`config.mk`:
```
export PLATFORM = sky130hd
export DESIGN_NAME = udp_rx_parser
export DESIGN_NICKNAME = d
export VERILOG_FILES = /design/src/rtl/udp_pkg.sv /design/src/rtl/udp_rx_parser.sv
export SDC_FILE = /design/constraint.sdc
export NUM_CORES = 1
export LEC_CHECK = 0
export CORE_ASPECT_RATIO = 1.2
export CORE_MARGIN = 2
export CORE_UTILIZATION = 45
export CTS_BUF_LIST = sky130_fd_sc_hd__clkbuf_8
export DETAILED_ROUTE_END_ITERATION = 7
export SETUP_SLACK_MARGIN = 0.5
export SYNTH_ARGS = -nofsm -noshare
export SYNTH_HDL_FRONTEND = slang
export SYNTH_SLANG_ARGS = --single-unit
export TNS_END_PERCENT = 1
```
`constraint.sdc`:
```
create_clock -name clk -period 4.1 [get_ports clk]
set_input_delay 0.41 -clock clk [delete_from_list [all_inputs] [get_ports clk]]
set_output_delay 0.41 -clock clk [all_outputs]
set_load 0.1 [all_outputs]
```
`src/rtl/udp_pkg.sv`:
```
// Shared UDP/IPv4/Ethernet framing constants and receive FSM encoding,
// used by both the GMII transmit and receive paths.
package udp_pkg;

  typedef enum logic [2:0] {
    RX_END,
    IDLE,
    PREAMBLE,
    ETH_HEAD,
    IP_HEAD,
    UDP_HEAD,
    RX_DATA
  } rx_state_t;

  localparam logic [15:0] ETH_TYPE_IPV4   = 16'h0800;
  localparam logic [7:0]  IP_PROTO_UDP    = 8'd17;
  localparam logic [7:0]  PREAMBLE_BYTE   = 8'h55;
  localparam logic [7:0]  SFD_BYTE        = 8'hD5;
  localparam logic [15:0] PREAMBLE_LEN    = 16'd7;
  localparam logic [15:0] ETH_HEAD_LEN    = 16'd14;
  localparam logic [15:0] IP_MIN_HEAD_LEN = 16'd20;
  localparam logic [15:0] UDP_HEAD_LEN    = 16'd8;
  localparam logic [47:0] BROADCAST_MAC   = 48'hff_ff_ff_ff_ff_ff;

endpackage

```
`src/rtl/udp_rx_parser.sv`:
```
// GMII receive parser: strips preamble/Ethernet/IPv4/UDP headers, filters on
// board MAC/IP, and delivers the UDP payload as big-endian 32-bit words.
module udp_rx_parser
  import udp_pkg::*;
#(
  parameter logic [47:0] BOARD_MAC = 48'h00_11_22_33_44_55,
  parameter logic [31:0] BOARD_IP  = {8'd192, 8'd168, 8'd1, 8'd10}
) (
  input  logic        clk,
  input  logic        rst,
  input  logic        gmii_rx_dv,
  input  logic [7:0]  gmii_rxd,
  output logic        rec_en,
  output logic [31:0] rec_data,
  output logic [15:0] rec_byte_num,
  output logic        rec_pkt_done,
  output logic        rec_drop
);

  function automatic logic [7:0] mac_byte(input logic [47:0] mac, input logic [2:0] idx);
    logic [47:0] sh;
    sh = mac << {idx, 3'b000};
    return sh[47:40];
  endfunction

  function automatic logic [7:0] ip_byte(input logic [1:0] idx);
    logic [31:0] sh;
    sh = BOARD_IP << {idx, 3'b000};
    return sh[31:24];
  endfunction

  rx_state_t   state, state_n;
  logic [15:0] cnt, cnt_n;
  logic        en_n, done_n, drop_n;
  logic [31:0] word_n, packed_word;
  logic [15:0] num_n;

  logic        first;
  logic        uni_ok, bc_ok, hdr_ok;
  logic        uni_ok_n, bc_ok_n, hdr_ok_n;
  logic [15:0] ip_last;
  logic [7:0]  len_hi;
  logic [15:0] udp_len, pay_len;
  logic [23:0] shift;

  assign first   = (cnt == 16'd0);
  assign pay_len = udp_len - UDP_HEAD_LEN;

  // Partial words are left-aligned: bytes not yet received read as zero.
  always_comb begin
    packed_word = {shift[23:0], gmii_rxd};
    unique case (cnt[1:0])
      2'd0: packed_word = {gmii_rxd, 24'h0};
      2'd1: packed_word = {shift[7:0], gmii_rxd, 16'h0};
      2'd2: packed_word = {shift[15:0], gmii_rxd, 8'h0};
      2'd3: packed_word = {shift[23:0], gmii_rxd};
    endcase
  end

  always_comb begin
    state_n  = state;
    cnt_n    = cnt;
    en_n     = 1'b0;
    done_n   = 1'b0;
    drop_n   = 1'b0;
    word_n   = rec_data;
    num_n    = rec_byte_num;
    uni_ok_n = uni_ok;
    bc_ok_n  = bc_ok;
    hdr_ok_n = hdr_ok;
    case (state)
      RX_END: if (!gmii_rx_dv) state_n = IDLE;
      IDLE: begin
        if (gmii_rx_dv) begin
          if (gmii_rxd == PREAMBLE_BYTE) begin
            state_n = PREAMBLE;
            cnt_n   = 16'd1;
          end else begin
            state_n = RX_END;
            drop_n  = 1'b1;
          end
        end
      end
      default: begin
        if (!gmii_rx_dv) begin
          state_n = IDLE;
          drop_n  = 1'b1;
        end else begin
          case (state)
            PREAMBLE: begin
              if (gmii_rxd == PREAMBLE_BYTE && cnt < PREAMBLE_LEN) begin
                cnt_n = cnt + 16'd1;
              end else if (gmii_rxd == SFD_BYTE && cnt == PREAMBLE_LEN) begin
                state_n = ETH_HEAD;
                cnt_n   = 16'd0;
              end else begin
                state_n = RX_END;
                drop_n  = 1'b1;
              end
            end
            ETH_HEAD: begin
              cnt_n = cnt + 16'd1;
              if (cnt < 16'd6) begin
                uni_ok_n = (first | uni_ok) & (gmii_rxd == mac_byte(BOARD_MAC, cnt[2:0]));
                bc_ok_n  = (first | bc_ok) & (gmii_rxd == mac_byte(BROADCAST_MAC, cnt[2:0]));
              end
              if (cnt == 16'd12) hdr_ok_n = (gmii_rxd == ETH_TYPE_IPV4[15:8]);
              if (cnt == ETH_HEAD_LEN - 16'd1) begin
                cnt_n = 16'd0;
                if ((uni_ok | bc_ok) && hdr_ok && gmii_rxd == ETH_TYPE_IPV4[7:0]) begin
                  state_n = IP_HEAD;
                end else begin
                  state_n = RX_END;
                  drop_n  = 1'b1;
                end
              end
            end
            IP_HEAD: begin
              cnt_n    = cnt + 16'd1;
              hdr_ok_n = first | hdr_ok;
              if (first)
                hdr_ok_n = (gmii_rxd[7:4] == 4'd4) && (gmii_rxd[3:0] >= 4'd5);
              if (cnt == 16'd9)
                hdr_ok_n = hdr_ok_n & (gmii_rxd == IP_PROTO_UDP);
              if (cnt >= 16'd16 && cnt <= 16'd19)
                hdr_ok_n = hdr_ok_n & (gmii_rxd == ip_byte(cnt[1:0]));
              // ip_last is loaded while byte 0 is sampled, so byte 0 is never the last.
              if (!first && cnt == ip_last) begin
                cnt_n = 16'd0;
                if (hdr_ok_n) begin
                  state_n = UDP_HEAD;
                end else begin
                  state_n = RX_END;
                  drop_n  = 1'b1;
                end
              end
            end
            UDP_HEAD: begin
              cnt_n = cnt + 16'd1;
              if (cnt == UDP_HEAD_LEN - 16'd1) begin
                cnt_n = 16'd0;
                if (udp_len < UDP_HEAD_LEN) begin
                  state_n = RX_END;
                  drop_n  = 1'b1;
                end else if (udp_len == UDP_HEAD_LEN) begin
                  state_n = RX_END;
                  done_n  = 1'b1;
                  num_n   = 16'd0;
                end else begin
                  state_n = RX_DATA;
                end
              end
            end
            RX_DATA: begin
              cnt_n = cnt + 16'd1;
              if (cnt == pay_len - 16'd1) begin
                state_n = RX_END;
                en_n    = 1'b1;
                word_n  = packed_word;
                done_n  = 1'b1;
                num_n   = pay_len;
              end else if (cnt[1:0] == 2'd3) begin
                en_n   = 1'b1;
                word_n = packed_word;
              end
            end
            default: state_n = RX_END;
          endcase
        end
      end
    endcase
  end

  always_ff @(posedge clk or posedge rst) begin
    if (rst) begin
      state        <= RX_END;
      cnt          <= 16'd0;
      rec_en       <= 1'b0;
      rec_data     <= 32'd0;
      rec_byte_num <= 16'd0;
      rec_pkt_done <= 1'b0;
      rec_drop     <= 1'b0;
    end else begin
      state        <= state_n;
      cnt          <= cnt_n;
      rec_en       <= en_n;
      rec_data     <= word_n;
      rec_byte_num <= num_n;
      rec_pkt_done <= done_n;
      rec_drop     <= drop_n;
    end
  end

  // Header fields and packing register carry no reset; the FSM qualifies them.
  always_ff @(posedge clk) begin
    uni_ok <= uni_ok_n;
    bc_ok  <= bc_ok_n;
    hdr_ok <= hdr_ok_n;
    if (state == IP_HEAD && first)
      ip_last <= (gmii_rxd[3:0] < 4'd5) ? IP_MIN_HEAD_LEN - 16'd1
                                        : {10'd0, gmii_rxd[3:0], 2'b00} - 16'd1;
    if (state == UDP_HEAD && cnt == 16'd4) len_hi <= gmii_rxd;
    if (state == UDP_HEAD && cnt == 16'd5) udp_len <= {len_hi, gmii_rxd};
    if (state == RX_DATA) shift <= {shift[15:0], gmii_rxd};
  end

endmodule

```
# [Word-level counts from Yosys, hierarchy flattened]
# Cells that the tools add are included.
[word_totals] out_inout_bits=51 in_bits=11 reg_bits=137
[classes] n_bitwise=10 n_eq_ne=40 addsub=4 n_reduce_logical=26 shifts=3 n_lt_le_gt_ge=7 n_mux=73
[ops] cell="$mux W16" n=12
[ops] cell="$pmux W32 S4" n=1
[ops] cell="$pmux W16 S5" n=1
[ops] cell="$eq A16 B4 Y1 const B" n=4
[ops] cell="$mux W32" n=2
[ops] cell="$pmux W16 S2" n=2
[ops] cell="$eq A16 B3 Y1 const B" n=3
[ops] cell="$shl A37 B6 Y48 const A" n=1
[ops] cell="$shl A48 B6 Y48 const A" n=1
[ops] cell="$mux W3" n=12
[ops] cell="$mux W1" n=35
[ops] cell="$eq A16 B16 Y1" n=2
[ops] cell="$lt A16 B3 Y1 const B" n=2
[ops] cell="$shl A32 B5 Y32 const A" n=1
[ops] cell="$eq A8 B8 Y1" n=3
[ops] cell="$add A16 B1 Y16 const B" n=1
[ops] cell="$ge A16 B5 Y1 const B" n=1
[ops] cell="$le A16 B5 Y1 const B" n=1
[ops] cell="$logic_not A16 Y1" n=1
[ops] cell="$lt A16 B4 Y1 const B" n=1
[ops] cell="$ne A2 B2 Y1 const B" n=8
[ops] cell="$sub A16 B1 Y16 const B" n=1
[ops] cell="$sub A16 B4 Y16 const B" n=1
[ops] cell="$pmux W3 S5" n=1
[ops] cell="33 further kinds" n=65

# [Depth between registers and ports, before layout]
# Gate-level depths: netlist of the first run.
[logic_depth] depth_word=21 depth_mapped=13 ltp_nobuf=11

# [Least setup slack after synthesis of the first run]
# No wires, ideal clock.
[synth_path] path_type="register to register" start="reg udp_len[3]" end="reg rec_data[10]" arrival_time_ps=3409 slack_ps=566 stages_incl_launch_ff=14 path_buffers=2 synth_period_minus_slack_ps=3534 cell_sequence="edfxtp_1 clkbuf_1 inv_1 ha_1 or2_2 a211o_1 a21boi_0 nand4_1 xor2_1 a31oi_1 nor4_4 o21ai_4 buf_6 mux2_4"
[synth_between] elab_chain_cells=5
[synth_lines] item="start: declaration" line="udp_rx_parser.sv:43" text="logic [15:0] udp_len, pay_len;"
[synth_lines] item="start signal: assignment" line="udp_rx_parser.sv:203" text="if (state == UDP_HEAD && cnt == 16'd5) udp_len <= {len_hi, gmii_rxd};"
[synth_lines] item="$sub A16 B4 Y16 (*)" line="udp_rx_parser.sv:47" text="assign pay_len = udp_len - UDP_HEAD_LEN;"
[synth_lines] item="$sub A16 B1 Y16 (*)" line="udp_rx_parser.sv:156" text="if (cnt == pay_len - 16'd1) begin"
[synth_lines] item="$eq A16 B16 Y1 (*)" line="udp_rx_parser.sv:156"
[synth_lines] item="$reduce_bool A2 Y1 (no line)"
[synth_lines] item="$reduce_and A4 Y1 (no line)"
[synth_lines] item="end signal: assignment" line="udp_rx_parser.sv:187" text="rec_data <= word_n;"
[synth_lines] item="end: declaration" line="udp_rx_parser.sv:14" text="output logic [31:0] rec_data,"
# Every way passes the cells marked *; elsewhere a longest branch is shown, timed or not.
# A chain may end at the register's enable or synchronous reset.

# [Worst setup path in the final report of the first run]
[layout_path] start="reg udp_len[4]" end="reg rec_byte_num[11]"
[layout_between] elab_chain_cells=5
[layout_lines] item="$sub A16 B4 Y16" line="udp_rx_parser.sv:47"
[layout_lines] item="$sub A16 B1 Y16" line="udp_rx_parser.sv:156"
[layout_lines] item="$eq A16 B16 Y1" line="udp_rx_parser.sv:156"
[layout_lines] item="$ne A2 B2 Y1 (no line)"
[layout_lines] item="$reduce_and A7 Y1 (no line)"
[layout_lines] item="end signal: assignment" line="udp_rx_parser.sv:188" text="rec_byte_num <= num_n;"
[layout_lines] item="end: declaration" line="udp_rx_parser.sv:15" text="output logic [15:0] rec_byte_num,"
# Several ways; a longest one is shown, not always the timed one. The select of a mux whose other input is x is not followed.

==> impl_metrics.yaml, run 1 <==
global_routing:
  grt.total_usage_pct: 22.7
  grt_pass1_wl_um: 29200
  globalRouteOverflowTotal: 0
  grt_max_degree: 52
  antenna_found_initial: 0
  grt_pass1_vias: 5373
clock_tree:
  clk_latency_ns: 0.45
  cts_buffers: 17
  cts.root.buffer_cell: "clkbuf_8"
  htreeDepth: 4
  cts_max_path_buffers: 2
  clkTransAtPathRegs_ns: 0.07
  cts_tree: "built"
  cts_sinks: 126
synthesis:
  synth_seq_cells: 126
  ys_seq_area_share_pct: 48.9
  yosysTopAreaCell: "dfrtp_1"
  synth_edf_count: 56
  synthTopCellsByArea: "dfrtp_1 (25%), edfxtp_1 (24%), mux2_4 (4.7%)"
  synth_cells: 650
  synth_top_area_share_pct: 25.0
  syn_nets: 674
  synth_cell_types: 67
  yosysWarnings: 0
  async_flop_share_pct: 55.6
  synth_ff_type: "dfrtp_1"
  synth_area_um2: 7020
  syn_area_per_cell_um2: 10.8
place:
  dpl.hpwl_um: 12900
  post-place-ws_ns: 0.120
  finalWeightedCongestion: 0.874
  port_buffers: 61
sta:
  final.setup.tns_ns: 0
  slew_headroom_pct: 25.7
  max_freq_mhz: 284
  slew_violations: 0
  fin_ws_ns: 0.574
  setup_violations: 0
  worstMarginPinSlew_ns: 1.11
  final.min_clock_period_ns: 3.53
  rsz0062_at_grt: "true"
  finalHoldViolCount: 0
  final.period_utilization_pct: 86.0
  finalClockSkew_ns: 0.0129
critical_path:
  r2r-start: "udp_len[4]"
  crit_type: "register to register"
  worstSetupEndpoint: "rec_byte_num[11]"
  crit_path_start_kind: "register"
  worstPathRequired_ns: 4.45
  rr_endpoint: "rec_byte_num[11]"
  regToRegSetupSlack_ns: 0.57
  startpoint: "udp_len[4]"
  path_max_fanout: 17
  worstRegToRegCells: 13
  cp.arrival_ns: 3.88
  endpoint_kind: "register"
floorplanning:
  ios: 62
  die_y_um: 141
  die-area_um2: 16600
  std_cell_rows: 50
  die_w_um: 118
  initial_utilization_pct: 45.4
  core_um2: 15500
power_and_ir_drop:
  seqPwrFrac_pct: 48.4
  p_comb_share_pct: 9.0
  peakVddDrop_mv: 0.226
  p_int_w: 0.00208
  p_sw_w: 0.000718
  power_density_nw_per_um2: 334
  clockPowerShare_pct: 42.6
  p_sw_share_pct: 25.6
  cellLeakagePower_nw: 3.49
cells_and_area:
  layout-drive-gt1-share_pct: 15.9
  nets: 736
  num_antenna_cells: 0
  syn2layout_area_growth_pct: 19.6
detailed_routing:
  routed_via_density: 5.70
  dr.pass1.iters: 6
  wirelength_um: 18400
  drtIter0Drc: 466
  vias: 5322
  drc_errors: 0
  drtAntennaViolNets: 0
  wl_per_cell_um: 19.7
job:
  drv_cap: 0
hold_path:
  hold_class: "register to register"
status:
  run_status: "complete, no violations"
critical path, cell delays in order (launching register included):
cell and delay (ns):
edfxtp_1 0.40, inv_1 0.09, ha_1 0.26, or4b_4 0.55
nor3_4 0.22, xnor2_1 0.23, nand4_1 0.17, a211oi_1 0.27
a31oi_1 0.11, nor4_4 0.29, buf_4 0.20, buf_4 0.16
nand2_4 0.18, mux2i_1 0.27
how the worst min path moves through the flow:
stage / cells past startpoint / slack [ns] / start / to
floorplan: 0 / 0.40 / len_hi[2] / udp_len[10]
global route: 0 / 0.43 / len_hi[5] / udp_len[13]
CTS: 0 / 0.42 / len_hi[1] / udp_len[9]
detailed placement: 0 / 0.40 / len_hi[3] / udp_len[11]
global placement: 0 / 0.41 / len_hi[4] / udp_len[12]
finish: 0 / 0.42 / len_hi[1] / udp_len[9]
layer usage:
metal	part of all wire (%)	up-vias	track usage (%)
met4	2.1	0	9.07
met2	51	187	38.8
met3	4.2	22	4.61
met5	0	-	0
met1	42	2603	28.2
li1	-	2510	-
final cells by class:
| cell class | count | area [um2] |
|---|---|---|
| fillers | 1403 | 7060 |
| repair buffers | 91 | 861 |
| flip-flops and latches | 126 | 3430 |
| well taps | 208 | 260 |
| multi-input cells | 456 | 3330 |
| clock inverters | 15 | 195 |
| inverters | 20 | 75.1 |
| clock buffers | 17 | 234 |
what timing repair did:
item,CTS,global route
setup endpoints to repair,52,61
pin swaps,2,2
gates cloned,1,0
resized for setup,1,5
hold buffers,0,0
setup buffers,1,2
cell usage in the layout, fill, tap and decap left out, types with 15 or more instances in the layout:
cell type        netlist  layout
xnor2_1               29      29
nand3_1               24      24
nor3_1                23      22
a222oi_1              15      15
mux2_4                22      22
o21ai_0               23      23
edfxtp_1              56      56
dfrtp_1               70      70
nor2_1                54      53
clkbuf_8               0      17
clkdlybuf4s50_1        0      61
inv_1                 20      21
xor2_1                16      16
mux2i_1               17      17
buf_4                  1      28
nand2_1               49      49
synth_stat cells, drive strengths merged, types with 3 or more instances:
cell,number
a222oi,15
buf,11
nand3,24
a211oi,6
dfrtp,70
and2,11
and3,8
or4,3
nor4,12
a21oi,14
or2,3
nand2b,5
o21a,3
xor2,16
xnor2,29
nor2b,6
a22oi,8
a22o,7
nand2,50
a21o,6
o31ai,6
nor3b,5
nand4,10
a31oi,6
mux2,27
mux2i,17
a211o,3
o21ai,24
nor2,55
clkbuf,38
nor3,26
inv,20
or4b,3
edfxtp,56
nand4b,3
nand3b,3
ha,13
cells by family after synthesis:
family          Yosys count  share of synthesized area [%]
compound gates          116                           12.2
xor+xnor                 47                           6.26
fa+ha+maj                13                           2.32
buf+inv                  69                           4.37
flops                   126                           48.9
mux                      44                           7.93
other cells               1                         0.0534
simple gates            234                           17.9
sequential cells by signal, summed over array words and instances, names as in the netlist:
signal,count
rec_data,32
shift,24
cnt,16
rec_byte_num,16
udp_len,16
len_hi,8
ip_last,5
state,3
bc_ok,1
hdr_ok,1
rec_drop,1
rec_en,1
rec_pkt_done,1
uni_ok,1
power by group through the flow:
stage                     clock network [W]  registers, W  logic (W)
after floorplan                           0       0.00138   0.000164
after global placement                    0       0.00138   0.000252
after detailed placement                  0       0.00138   0.000253
after CTS                           0.00122       0.00135   0.000255
after global routing                0.00128       0.00136   0.000277
final                               0.00119       0.00135   0.000252
through the flow:
step | util (%) | instance area, um2 | instances | hold slack (ns) | total power [W]
3_5_place_dp | 50.9 | 7870 | 897 | 0.405 | 0.00163
2_1_floorplan | - | 7020 | 650 | 0.400 | 0.00155
3_3_place_gp | 50.9 | 7870 | 897 | 0.406 | 0.00163
4_1_cts | 53.8 | 8320 | 931 | 0.422 | 0.00283
6_report | 54.3 | 8390 | 933 | 0.422 | 0.00280
5_1_grt | 54.3 | 8390 | 933 | 0.432 | 0.00291
Note: power is estimated with default switching activity, not from simulation.
==> run 2: changes to the inputs <==
--- a/config.mk
+++ b/config.mk
@@ -10,6 +10,7 @@
 export CORE_UTILIZATION = 45
 export CTS_BUF_LIST = sky130_fd_sc_hd__clkbuf_8
 export DETAILED_ROUTE_END_ITERATION = 7
+export RECOVER_POWER = 50
 export SETUP_SLACK_MARGIN = 0.5
 export SYNTH_ARGS = -nofsm -noshare
 export SYNTH_HDL_FRONTEND = slang
==> run 2 against run 1 <==
Effect of this change: the flow now finishes with violations (capacitance limit, slew limit); design area fell by 0.45%; first-iteration DRC count is 7.7% lower; total power down 0.16%; sequential power about the same; sequential share of layout area grew 0.18 points; combinational power is 3% lower; worst hold slack about the same; maximum frequency down 4.5%.
==> impl_metrics.yaml, run 2 (synthesized netlist as in run 1, its figures left out) <==
status:
  run_status: "finished with violations"
  violations: "capacitance limit, slew limit"
critical_path:
  critPathBufInv: 2
  cp.arrival_ns: 4.03
  cp_slowest_stage_delay_ns: 1.11
  endpoint_kind: "register"
  rr_endpoint: "state[2]"
  worstPathRequired_ns: 4.44
  regToRegSetupSlack_ns: 0.41
  crit_path_start_kind: "register"
  crit_chain: "inv_1 > ha_1 > clkbuf_1 > xor2_1 > nor3_1 > a211oi_1 > o21ai_0 > and2_1 > nor2_1 > o2111a_1 > o31ai_1 > a31o_2"
  worstRegToRegCells: 12
  crit_type: "register to register"
  path_max_fanout: 35
  r2r-start: "cnt[1]"
  critPathTopFamily: "buffers and inverters"
  cp_slowest_cell: "clkbuf_1"
hold_path:
  whs_endpoint: "udp_len[9]"
  hold_class: "register to register"
  holdPathStages: 0
  min-delay-start: "len_hi[1]"
clock_tree:
  clk_latency_ns: 0.45
  cts.root.buffer_cell: "clkbuf_8"
  cts_tree: "built"
  cts_sinks: 126
  cts_max_path_buffers: 2
  cts_buffers: 17
  htreeDepth: 4
  clkTransAtPathRegs_ns: 0.08
cells_and_area:
  reg_top3: "rec_data: 32 flops, shift: 24 flops"
  num_antenna_cells: 0
  stdcell_count: 933
  largest_reg_flops: 32
  n_fill_cell: 1415
  regMostFlops: "rec_data"
  final_util_pct: 54.1
  syn2layout_area_growth_pct: 19.0
  final_common_cell: "dfrtp_1"
  mostFrequentLayoutCells: "dfrtp_1 (70), edfxtp_1 (56), nor2_1 (53)"
  nets: 736
  multiInputGateArea_um2: 3330
  fin_area_um2: 8350
  register_area_um2: 3430
  layout-drive-gt1-share_pct: 14.3
floorplanning:
  die_y_um: 141
  initial_utilization_pct: 45.4
  ios: 62
  std_cell_rows: 50
  core_um2: 15500
  die-area_um2: 16600
  die_w_um: 118
global_routing:
  grtUsageMet2_pct: 38.8
  grt_util_met1_pct: 28.2
  grt-busiest-layer: "met2"
  use_met3_pct: 4.61
  grt_pass1_vias: 5373
  grt_pass1_wl_um: 29200
  globalRouteOverflowTotal: 0
  antenna_found_initial: 0
  grt.total_usage_pct: 22.7
  grt_max_degree: 52
sta:
  setup_violations: 0
  final.setup.tns_ns: 0
  slew_violations: 116
  finalHoldViolCount: 0
  max_freq_mhz: 271
  rsz0062_at_grt: "true"
  final.min_clock_period_ns: 3.69
  fin_ws_ns: 0.407
  slew_headroom_pct: -36.6
  worstMarginPinSlew_ns: 2.05
  final.period_utilization_pct: 90.1
  finalClockSkew_ns: 0.0107
power_and_ir_drop:
  peakVddDrop_mv: 0.226
  cellLeakagePower_nw: 3.45
  power_density_nw_per_um2: 335
detailed_routing:
  wirelength_um: 18500
  vias: 5339
  drtAntennaViolNets: 0
  drtIter0Drc: 430
  wl_per_cell_um: 19.8
  routed_via_density: 5.72
  dr.pass1.iters: 6
  drc_errors: 0
job:
  drv_cap: 3
place:
  post-place-ws_ns: 0.120
  dp_cells: 897
  finalWeightedCongestion: 0.874
  placed_area_um2: 7870
  port_buffers: 61
  dpl.hpwl_um: 12900
run 2: per-stage QoR:
stage | hold slack [ns] | power [W]
floorplan | 0.400 | 0.00155
global placement | 0.406 | 0.00163
detailed placement | 0.405 | 0.00163
CTS | 0.422 | 0.00283
global route | 0.432 | 0.00291
finish | 0.422 | 0.00279
run 2: power by group:
part	switching, W	leakage [nW]	internal [W]
Sequential	0.0000288	1.47	0.00133
Clock	0.000533	0.217	0.000663
Combinational	0.000158	1.77	0.0000873
Total	0.000720	3.45	0.00208
run 2: how the worst max path moves through the flow:
stage / startpoint / endpoint / slack [ns] / depth (start not counted)
floorplan: udp_len[3] / rec_data[10] / 0.57 / 13
global placement: udp_len[6] / rec_data[2] / 0.21 / 10
detailed placement: udp_len[4] / rec_data[30] / 0.12 / 11
CTS: udp_len[4] / rec_data[29] / 0.35 / 12
global route: cnt[1] / ip_last[3] / 0.22 / 5
finish: cnt[1] / state[2] / 0.41 / 12
run 2: area by class of cell:
type                            instances  area share (%)
Timing Repair Buffer                   91            9.86
Clock buffer                           17            2.80
Clock inverter                         15            2.34
Tap cell                              208            3.12
Inverter                               20           0.899
Sequential cell                       126            41.1
Multi-Input combinational cell        456            39.9
run 2: timing repair:
item,CTS,global route
cloned,1,0
resized for setup,1,5
hold buffers,0,0
pin swaps,2,2
setup buffers,1,2
endpoints found under the setup margin,52,61
run 2: metal layers:
layer / wire length (um) / vias up / share of wire (%)
met3: 787 / 24 / 4.3
met1: 7850 / 2613 / 42
met4: 404 / 0 / 2.2
li1: - / 2511 / -
met2: 9460 / 191 / 51
met5: 0 / - / 0
==> run 3: changes to the inputs <==
--- a/config.mk
+++ b/config.mk
@@ -15,4 +15,4 @@
 export SYNTH_ARGS = -nofsm -noshare
 export SYNTH_HDL_FRONTEND = slang
 export SYNTH_SLANG_ARGS = --single-unit
-export TNS_END_PERCENT = 1
+export TNS_END_PERCENT = 30
==> run 3 against run 2 <==
Effect of this change: setup slack better by 0.21 ns; register-to-register slack better by 0.21 ns; cell count grew 1.1%; the flow still finishes with violations (capacitance limit, slew limit); clock power about the same; clock skew about the same; via count rose by 0.30%.
==> impl_metrics.yaml, run 3 (synthesized netlist as in run 1, its figures left out) <==
detailed_routing:
  drc_errors: 0
  met3_length_um: 806
  drtAntennaViolNets: 0
  vias: 5355
  dr.pass1.iters: 7
  drt-met1-wl_um: 7790
  wl_met2_um: 9440
  wirelength_um: 18500
  drtIter0Drc: 421
  wl_per_cell_um: 19.6
  routed_via_density: 5.68
  highest_layer: "met4"
cells_and_area:
  reg_top3: "rec_data: 32 flops, shift: 24 flops"
  fin_area_um2: 8510
  mostFrequentLayoutCells: "dfrtp_1 (70), edfxtp_1 (56), nor2_1 (53)"
  regMostFlops: "rec_data"
  largest_reg_flops: 32
  layout-drive-gt1-share_pct: 16.5
  final_common_cell: "dfrtp_1"
  syn2layout_area_growth_pct: 21.3
  nets: 746
  num_antenna_cells: 0
sta:
  fin_hold_ws_ns: 0.422
  slew_headroom_pct: -34.7
  setup_violations: 0
  slew_violations: 80
  finalClockSkew_ns: 0.0107
  max_freq_mhz: 287
  worstMarginPinSlew_ns: 2.02
  rsz0062_at_grt: "false"
  finalHoldViolCount: 0
  final.setup.tns_ns: 0
  fin_ws_ns: 0.620
  final.min_clock_period_ns: 3.48
  final.period_utilization_pct: 84.9
critical_path:
  endpoint_kind: "register"
  worstPathRequired_ns: 4.44
  crit_type: "register to register"
  cp_slowest_cell: "or4_4"
  critPathBufInv: 3
  cp.arrival_ns: 3.82
  path_max_fanout: 13
  critPathTopFamily: "simple AND/OR/NAND/NOR gates"
  crit_path_start_kind: "register"
  crit_chain: "or4_4 > o31a_1 > nor3_1 > nand4_1 > a211oi_2 > a31oi_1 > nor4_4 > buf_6 > o21ai_4 > buf_12 > buf_4 > a22o_1"
  cp_slowest_stage_delay_ns: 0.63
clock_tree:
  cts_sinks: 126
  cts_tree: "built"
  clkTransAtPathRegs_ns: 0.07
  cts.root.buffer_cell: "clkbuf_8"
  postCtsHoldBufs: 0
  cts_max_path_buffers: 2
  clk_latency_ns: 0.45
  htreeDepth: 4
  cts_buffers: 17
power_and_ir_drop:
  power_density_nw_per_um2: 329
  cellLeakagePower_nw: 3.51
  peakVddDrop_mv: 0.226
floorplanning:
  die_w_um: 118
  die-area_um2: 16600
  die_y_um: 141
  core_um2: 15500
  initial_utilization_pct: 45.4
  std_cell_rows: 50
  ios: 62
global_routing:
  grt_pass1_wl_um: 29300
  grt_max_degree: 52
  grt_pass1_vias: 5368
  antenna_found_initial: 0
  globalRouteOverflowTotal: 0
  grt.total_usage_pct: 22.7
status:
  run_status: "finished with violations"
  violations: "capacitance limit, slew limit"
place:
  placed_area_um2: 7870
  post-place-ws_ns: 0.120
  dpl.hpwl_um: 12900
  finalWeightedCongestion: 0.874
  port_buffers: 61
job:
  drv_cap: 2
hold_path:
  hold_class: "register to register"
==> run 3: path summary, 6_finish.rpt <==
check,cells past startpoint,start,slack (ns),endpoint
min in group asynchronous,2,rst,1.07,rec_byte_num[3]
worst min-delay path,0,len_hi[1],0.42,udp_len[9]
max in group asynchronous,3,rst,1.21,cnt[3]
worst max-delay path,12,udp_len[11],0.62,rec_data[7]
worst min register to register,0,len_hi[1],0.42,udp_len[9]
worst max register to register,12,udp_len[11],0.62,rec_data[7]
==> run 3: area by class of cell <==
cell class	instances	area (um2)
repair buffers	101	902
clock inverters	15	195
flip-flops and latches	126	3430
clock buffers	17	234
fillers	1398	6940
multi-input cells	456	3410
well taps	208	260
inverters	20	75.1
==> run 3: worst reg2reg max path: stages, from the launching register on <==
cell	delay, ns
edfxtp_1	0.51
or4_4	0.64
o31a_1	0.32
nor3_1	0.27
nand4_1	0.18
a211oi_2	0.25
a31oi_1	0.10
nor4_4	0.31
buf_6	0.17
o21ai_4	0.07
buf_12	0.19
buf_4	0.18
a22o_1	0.18
==> run 3: what timing repair did <==
item                                    4_1_cts  5_1_grt
endpoints found under the setup margin       52       61
pin swaps                                     2        4
hold endpoints to repair                      0        0
setup buffers                                 2       11
gates cloned                                  1        0
gates resized for setup                       2       17
==> run 3: power by group <==
| group | internal, W | switching, W | leakage, nW | total [W] |
|---|---|---|---|---|
| Sequential | 0.00133 | 0.0000294 | 1.47 | 0.00135 |
| Clock | 0.000663 | 0.000535 | 0.217 | 0.00120 |
| Combinational | 0.0000866 | 0.000158 | 1.83 | 0.000245 |
| Total | 0.00207 | 0.000723 | 3.51 | 0.00280 |
==> run 3: through the flow <==
stage | util (%) | std cells | total power, W
CTS | 54.0 | 932 | 0.00283
global placement | 50.9 | 897 | 0.00163
finish | 55.1 | 943 | 0.00280
detailed placement | 50.9 | 897 | 0.00163
floorplan | - | 650 | 0.00155
global route | 55.1 | 943 | 0.00291
==> run 3: metal layers <==
layer  global-route usage, %  vias to the layer above
met1                    28.3                     2614
li1                        -                     2535
met5                       0                        -
met3                    4.61                       28
met4                    9.07                        0
met2                    38.7                      178
